**src/rtl/mat_pkg.sv**
```systemverilog
// rtl/mat_pkg.sv - shared FSM state type and the signed Q-format round/saturate rule
// Contents: mvm_state_t (IDLE, MAC, DONE), q_rs_t result struct, q_round_sat().
// q_round_sat is the single rounding rule for the matrix stages: round half-up, then clip.
package mat_pkg;

  typedef enum logic [1:0] {
    IDLE = 2'd0,
    MAC  = 2'd1,
    DONE = 2'd2
  } mvm_state_t;

  // Widest accumulator the rounding rule accepts; callers sign-extend into it.
  localparam int Q_MAX_W = 64;

  typedef struct packed {
    logic                      sat;
    logic signed [Q_MAX_W-1:0] val;
  } q_rs_t;

  // Add half an output LSB, arithmetic shift by qbits (floor), then clip to a
  // signed width-bit range. sat reports that clipping happened.
  function automatic q_rs_t q_round_sat(input logic signed [Q_MAX_W-1:0] acc,
                                        input int                        width,
                                        input int                        qbits);
    logic signed [Q_MAX_W-1:0] half;
    logic signed [Q_MAX_W-1:0] rounded;
    logic signed [Q_MAX_W-1:0] max_v;
    logic signed [Q_MAX_W-1:0] min_v;
    q_rs_t                     r;
    half    = 64'sd1 <<< (qbits - 1);
    rounded = (acc + half) >>> qbits;
    max_v   = (64'sd1 <<< (width - 1)) - 64'sd1;
    min_v   = -(64'sd1 <<< (width - 1));
    r.sat   = 1'b0;
    r.val   = rounded;
    if (rounded > max_v) begin
      r.sat = 1'b1;
      r.val = max_v;
    end else if (rounded < min_v) begin
      r.sat = 1'b1;
      r.val = min_v;
    end
    return r;
  endfunction

endpackage

```
**src/rtl/q_round_sat_unit.sv**
```systemverilog
// rtl/q_round_sat_unit.sv - combinational wrapper around mat_pkg::q_round_sat
// Ports: i_acc  signed ACC_W-bit accumulator value (2*QBITS fractional bits)
//        o_res  signed WIDTH-bit rounded, saturated result (QBITS fractional bits)
//        o_sat  high when the result was clipped
module q_round_sat_unit
  import mat_pkg::*;
#(
  parameter int ACC_W = 34,
  parameter int WIDTH = 16,
  parameter int QBITS = 8
) (
  input  logic signed [ACC_W-1:0] i_acc,
  output logic signed [WIDTH-1:0] o_res,
  output logic                    o_sat
);

  logic signed [Q_MAX_W-1:0]     acc_ext;
  q_rs_t                         rs;
  logic [Q_MAX_W-WIDTH-1:0]      unused_hi;

  always_comb begin
    acc_ext   = {{(Q_MAX_W-ACC_W){i_acc[ACC_W-1]}}, i_acc};
    rs        = q_round_sat(acc_ext, WIDTH, QBITS);
    o_res     = rs.val[WIDTH-1:0];
    o_sat     = rs.sat;
    // After clipping the upper bits are pure sign extension.
    unused_hi = rs.val[Q_MAX_W-1:WIDTH];
  end

endmodule

```
**src/rtl/mat_vec_mul.sv**
```systemverilog
// rtl/mat_vec_mul.sv - single-MAC fixed-point matrix-vector multiplier (o_vec = mat * vec)
// Ports: i_clk, i_rst (synchronous, active high), i_start (sampled in IDLE only),
//        i_mat  ORDER*ORDER row-major signed Q elements, i_vec ORDER signed Q elements,
//        o_vec  ORDER-element result, held between operations,
//        o_busy operation in progress, o_done one-cycle completion pulse,
//        o_sat  some element of the last result was clipped.
module mat_vec_mul
  import mat_pkg::*;
#(
  parameter int ORDER = 3,
  parameter int WIDTH = 16,
  parameter int QBITS = 8
) (
  input  logic                    i_clk,
  input  logic                    i_rst,
  input  logic                    i_start,
  input  logic signed [WIDTH-1:0] i_mat [ORDER*ORDER],
  input  logic signed [WIDTH-1:0] i_vec [ORDER],
  output logic signed [WIDTH-1:0] o_vec [ORDER],
  output logic                    o_busy,
  output logic                    o_done,
  output logic                    o_sat
);

  localparam int N      = ORDER * ORDER;
  localparam int ACC_W  = 2 * WIDTH + $clog2(ORDER);
  localparam int IDX_W  = (ORDER > 1) ? $clog2(ORDER) : 1;
  localparam int MIDX_W = (N > 1) ? $clog2(N) : 1;
  localparam logic [IDX_W-1:0] LAST = IDX_W'(ORDER - 1);

  mvm_state_t              state_q, state_d;
  logic [IDX_W-1:0]        row_q, row_d;
  logic [IDX_W-1:0]        col_q, col_d;
  logic signed [ACC_W-1:0] acc_q, acc_d;
  logic                    sat_q, sat_d;
  logic signed [WIDTH-1:0] mat_q [N];
  logic signed [WIDTH-1:0] mat_d [N];
  logic signed [WIDTH-1:0] vec_q [ORDER];
  logic signed [WIDTH-1:0] vec_d [ORDER];
  logic signed [WIDTH-1:0] res_q [ORDER];
  logic signed [WIDTH-1:0] res_d [ORDER];
  logic signed [WIDTH-1:0] vout_q [ORDER];
  logic signed [WIDTH-1:0] vout_d [ORDER];
  logic                    busy_q, busy_d;
  logic                    done_q, done_d;
  logic                    osat_q, osat_d;

  logic [MIDX_W-1:0]       mat_idx;
  logic signed [WIDTH-1:0] mat_elem;
  logic signed [WIDTH-1:0] vec_elem;
  logic signed [ACC_W-1:0] mat_ext;
  logic signed [ACC_W-1:0] vec_ext;
  logic signed [ACC_W-1:0] prod;
  logic signed [ACC_W-1:0] sum;
  logic signed [WIDTH-1:0] rs_val;
  logic                    rs_sat;

  // Rounds the running row sum including the current product, used on the last column.
  q_round_sat_unit #(
    .ACC_W (ACC_W),
    .WIDTH (WIDTH),
    .QBITS (QBITS)
  ) u_round_sat (
    .i_acc (sum),
    .o_res (rs_val),
    .o_sat (rs_sat)
  );

  always_comb begin
    state_d = state_q;
    row_d   = row_q;
    col_d   = col_q;
    acc_d   = acc_q;
    sat_d   = sat_q;
    mat_d   = mat_q;
    vec_d   = vec_q;
    res_d   = res_q;
    vout_d  = vout_q;
    busy_d  = busy_q;
    done_d  = 1'b0;
    osat_d  = osat_q;

    mat_idx  = MIDX_W'(row_q) * MIDX_W'(ORDER) + MIDX_W'(col_q);
    mat_elem = mat_q[mat_idx];
    vec_elem = vec_q[col_q];
    // Operands are sign-extended to the accumulator width so the low ACC_W bits
    // of the product equal the exact 2*WIDTH-bit signed product.
    mat_ext  = {{(ACC_W-WIDTH){mat_elem[WIDTH-1]}}, mat_elem};
    vec_ext  = {{(ACC_W-WIDTH){vec_elem[WIDTH-1]}}, vec_elem};
    prod     = mat_ext * vec_ext;
    sum      = acc_q + prod;

    case (state_q)
      IDLE: begin
        if (i_start) begin
          mat_d   = i_mat;
          vec_d   = i_vec;
          acc_d   = '0;
          row_d   = '0;
          col_d   = '0;
          sat_d   = 1'b0;
          busy_d  = 1'b1;
          state_d = MAC;
        end
      end
      MAC: begin
        if (col_q == LAST) begin
          res_d[row_q] = rs_val;
          sat_d        = sat_q | rs_sat;
          acc_d        = '0;
          col_d        = '0;
          row_d        = row_q + IDX_W'(1);
          if (row_q == LAST) begin
            // res_d already holds the element produced this cycle.
            vout_d  = res_d;
            osat_d  = sat_q | rs_sat;
            done_d  = 1'b1;
            row_d   = '0;
            state_d = DONE;
          end
        end else begin
          acc_d = sum;
          col_d = col_q + IDX_W'(1);
        end
      end
      DONE: begin
        busy_d  = 1'b0;
        state_d = IDLE;
      end
      default: begin
        busy_d  = 1'b0;
        state_d = IDLE;
      end
    endcase
  end

  always_ff @(posedge i_clk) begin
    if (i_rst) begin
      state_q <= IDLE;
      row_q   <= '0;
      col_q   <= '0;
      acc_q   <= '0;
      sat_q   <= 1'b0;
      busy_q  <= 1'b0;
      done_q  <= 1'b0;
      osat_q  <= 1'b0;
      for (int i = 0; i < N; i++) begin
        mat_q[i] <= '0;
      end
      for (int i = 0; i < ORDER; i++) begin
        vec_q[i]  <= '0;
        res_q[i]  <= '0;
        vout_q[i] <= '0;
      end
    end else begin
      state_q <= state_d;
      row_q   <= row_d;
      col_q   <= col_d;
      acc_q   <= acc_d;
      sat_q   <= sat_d;
      busy_q  <= busy_d;
      done_q  <= done_d;
      osat_q  <= osat_d;
      for (int i = 0; i < N; i++) begin
        mat_q[i] <= mat_d[i];
      end
      for (int i = 0; i < ORDER; i++) begin
        vec_q[i]  <= vec_d[i];
        res_q[i]  <= res_d[i];
        vout_q[i] <= vout_d[i];
      end
    end
  end

  always_comb begin
    o_vec  = vout_q;
    o_busy = busy_q;
    o_done = done_q;
    o_sat  = osat_q;
  end

endmodule

```
**config.mk**
```make
export PLATFORM = sky130hd
export DESIGN_NAME = mat_vec_mul
export DESIGN_NICKNAME = d
export VERILOG_FILES = /design/src/rtl/mat_pkg.sv /design/src/rtl/q_round_sat_unit.sv /design/src/rtl/mat_vec_mul.sv
export SDC_FILE = /design/constraint.sdc
export NUM_CORES = 2
export LEC_CHECK = 0
export ABC_CLOCK_PERIOD_IN_PS = 16200
export CAP_MARGIN = 5
export CORE_MARGIN = 2
export CORE_UTILIZATION = 63
export DETAILED_ROUTE_END_ITERATION = 8
export PLACE_DENSITY_LB_ADDON = 0.15
export SYNTH_ARGS = -nofsm -noshare
export SYNTH_HDL_FRONTEND = slang
export SYNTH_HIERARCHICAL = 1
export SYNTH_SLANG_ARGS = --single-unit
```
**constraint.sdc**
```tcl
create_clock -name i_clk -period 16.2 [get_ports i_clk]
set_input_delay 1.62 -clock i_clk [delete_from_list [all_inputs] [get_ports i_clk]]
set_output_delay 1.62 -clock i_clk [all_outputs]
set_load 0.02 [all_outputs]
```
==> results.cfg <==
[synthesis]
syn_inst = 2815
synth_compound_area_frac = 0.119
yosysWarnings = 6
synth_seq_cells = 316
syn_area_um2 = 24400
synth-simple-area-share = 0.162
synth_mux_area_frac = 0.0522
synth_fa_ha_area_frac = 0.309
synth_edf_count = 0
synth_xor_area_frac = 0.0187
synth_seq_area_share = 0.260
postSynthAreaPerCell_um2 = 8.65
yosysUniqueCellTypes = 70
synth_top_family_by_area = adder cells
ys_async_sr_fraction = 0
synthesis.nets = 3427
ys.flop_type = dfxtp_1

[run_status]
status = completed

[critical_path]
worstPathRequired_ns = 16.60
rrSetupSlack_ns = 3.43
endpoint = o_vec[32]$_SDFFE_PP0P_
critPathLaunch = col_q[1]$_SDFFE_PP0P_
path_common_cell = fa_1
startpoint_type = flop
crit_type = flop to flop
r2r-end = o_vec[32]$_SDFFE_PP0P_
critPathBufInv = 3
endpoint_kind = flop
cpMaxStageDelayCell = nor3b_2
critPathMaxStageDelay_ns = 0.93
cp_max_fo = 21
cp_top_family = adder cells
crit_arrival_ns = 13.17
r2r_start = col_q[1]$_SDFFE_PP0P_
r2r_cells = 34
cp_num_cells = 34

[global_routing]
grt_pass1_vias = 21738
grt_overflow = 0
grt_use_total = 0.353
use_met2 = 0.599
use_met3 = 0.0649
use_met1 = 0.437
top_usage_layer = met2
antenna_found_initial = 4
grt_pass1_wl_um = 111000
grt_max_degree = 128

[finish]
final_design_area_no_fill_um2 = 28300
nets = 3585
area_growth_pct = 16.3
fin_util = 0.738
layout-drive-gt1-share = 0.0517

[timing]
fin_crit_ns = 12.77
skew_ns = 0.0167
fin_tns_setup_ns = 0
worst_pin_slew_ns = 1.30
rsz0062_at_grt = false
relSlewSlack = 0.133
hold_viol_final = 0
min_period_over_period = 0.788
fmax_mhz = 78.3
setup_violations = 0
drv_slew = 0

[clock_network]
cts_buffer_depth = 3
worstSkewPairLatency_ns = 0.56
cts.sinks = 316
cts_hold_buf = 0
cts_tree = built
ctsResizeCount = 0
cts_buffers = 35
postCtsSetupBuffers = 0
htreeDepth = 2
cts-root-buf = clkbuf_16
path_clk_slew_ns = 0.06

[die]
io_pins = 246
fp.dieW_um = 201
rows = 72
start_util = 0.635
die-area_um2 = 40300
chipHeight_um = 201
coreArea_um2 = 38400

[placement]
port_buffers = 245
dpl-instance-area_um2 = 27100
dp_hpwl_um = 52200
routabilityCongestion = 0.986

[drt]
route.final.wire_length_um = 69000
vias = 20442
drt-pass1-iter-count = 6
postRouteAntennaNets = 0
drt-initial-drc-count = 1766
via_per_inst = 5.81
drcViolationCount = 0
wire_per_inst_um = 19.6

[power_and_ir_drop]
power.leakage_nw = 12.7
cellPowerDensity_nw_per_um2 = 104
peakVddDrop_v = 0.0000769
p_total_mw = 2.94

[flow_run]
maxCapViolations = 0

[worst_hold_path]
hold_path.class = flop to flop
-- stage by stage --
| step | hold slack [ns] | worst slack (ns) | cells |
|---|---|---|---|
| finish | 0.452 | 3.43 | 3520 |
| global route | 0.469 | 2.56 | 3520 |
| CTS | 0.453 | 3.54 | 3517 |
| detailed placement | 0.445 | 3.64 | 3454 |
| global placement | 0.439 | 4.02 | 3454 |
| floorplan | 0.432 | 6.33 | 2815 |
-- cells in the final DEF, fill, tap and decap left out, drive strengths merged, types with 50 or more instances in the layout --
| master | n |
|---|---|
| a21oi | 277 |
| clkbuf | 50 |
| dfxtp | 316 |
| nand2 | 636 |
| o21ai | 60 |
| fa | 307 |
| mux2i | 64 |
| inv | 361 |
| clkdlybuf4s50 | 244 |
| ha | 110 |
| nor2 | 187 |
-- metal layers --
layer	up-vias	wire length (µm)
met5	-	0
met4	0	3290
met3	202	5560
met2	880	34000
met1	10103	26200
li1	9257	-
-- state kept, by name (all words and copies together), names as in the netlist --
register,flops
mat_q,144
o_vec,48
vec_q,48
acc_q,34
res_q,32
col_q,2
row_q,2
state_q,2
o_busy,1
o_done,1
o_sat,1
sat_q,1
-- synthesized netlist by cell type, types with 3 or more instances --
library cell | instances | area share
a211oi_1 | 9 | 0.0028
a21boi_0 | 3 | 0.00092
a21o_1 | 20 | 0.0062
a21oi_1 | 277 | 0.057
a22o_1 | 28 | 0.010
a22oi_1 | 17 | 0.0052
a31oi_1 | 3 | 0.00077
and2_1 | 11 | 0.0028
and3_1 | 10 | 0.0026
and4_1 | 3 | 0.0011
buf_1 | 15 | 0.0023
buf_2 | 16 | 0.0033
clkbuf_1 | 119 | 0.018
dfxtp_1 | 316 | 0.26
fa_1 | 307 | 0.25
ha_1 | 110 | 0.056
inv_1 | 358 | 0.055
mux2i_1 | 64 | 0.026
mux4_2 | 27 | 0.025
nand2_1 | 635 | 0.098
nand2b_1 | 18 | 0.0046
nand3_1 | 14 | 0.0029
nand4_1 | 7 | 0.0018
nor2_1 | 187 | 0.029
nor2b_1 | 23 | 0.0059
nor3_1 | 9 | 0.0018
nor3b_1 | 6 | 0.0018
nor4_1 | 6 | 0.0015
o21a_1 | 12 | 0.0037
o21ai_0 | 45 | 0.0092
o21ai_1 | 15 | 0.0031
o21bai_1 | 3 | 0.00092
o22ai_1 | 6 | 0.0015
o22ai_2 | 12 | 0.0062
or2_2 | 6 | 0.0015
or3_1 | 5 | 0.0013
xnor2_1 | 38 | 0.014
xor2_1 | 14 | 0.0050
-- logic make-up (layout without fill, tap and decap cells) --
| group | Yosys count | after routing |
|---|---|---|
| adders and majority gates | 417 | 417 |
| and+or+nand+nor | 951 | 951 |
| AOI/OAI and AO/OA | 474 | 474 |
| xor gates and xnor gates | 52 | 52 |
| DFF | 316 | 316 |
| muxes | 93 | 93 |
| buffers and inverters | 512 | 696 |
| other | 0 | 3 |
-- worst min-delay path, delay by kind of cell (launching register included) --
family,cells,cell delay [ns]
AO/OA/AOI/OAI,1,0.05
flip-flops,1,0.32
AND/OR/NAND/NOR,1,0.04
-- how the worst min path moves through the flow --
stage / startpoint / to / cells after the start
2_1_floorplan: mat_q[100]$_SDFFE_PP0P_ / mat_q[100]$_SDFFE_PP0P_ / 2
3_3_place_gp: o_vec[45]$_SDFFE_PP0P_ / o_vec[45]$_SDFFE_PP0P_ / 2
3_5_place_dp: mat_q[113]$_SDFFE_PP0P_ / mat_q[113]$_SDFFE_PP0P_ / 2
4_1_cts: mat_q[92]$_SDFFE_PP0P_ / mat_q[92]$_SDFFE_PP0P_ / 2
5_1_grt: mat_q[106]$_SDFFE_PP0P_ / mat_q[106]$_SDFFE_PP0P_ / 2
6_report: o_vec[45]$_SDFFE_PP0P_ / o_vec[45]$_SDFFE_PP0P_ / 2
-- report_power, final --
part	internal, mW	switching [mW]	leakage [nW]
logic	0.462	0.787	9.48
clock network	0.500	0.341	0.591
registers	0.821	0.0287	2.58
-- cell type report --
type	instances	area [µm²]
flip-flops and latches	316	6330
diodes	3	7.51
inverters	359	1350
clock buffers	50	1000
multi-input cells	1987	16100
repair buffers	274	2670
clock inverters	13	211
well taps	518	648
fillers	2908	10100
No activity file was read; power rests on OpenSTA's default activity.
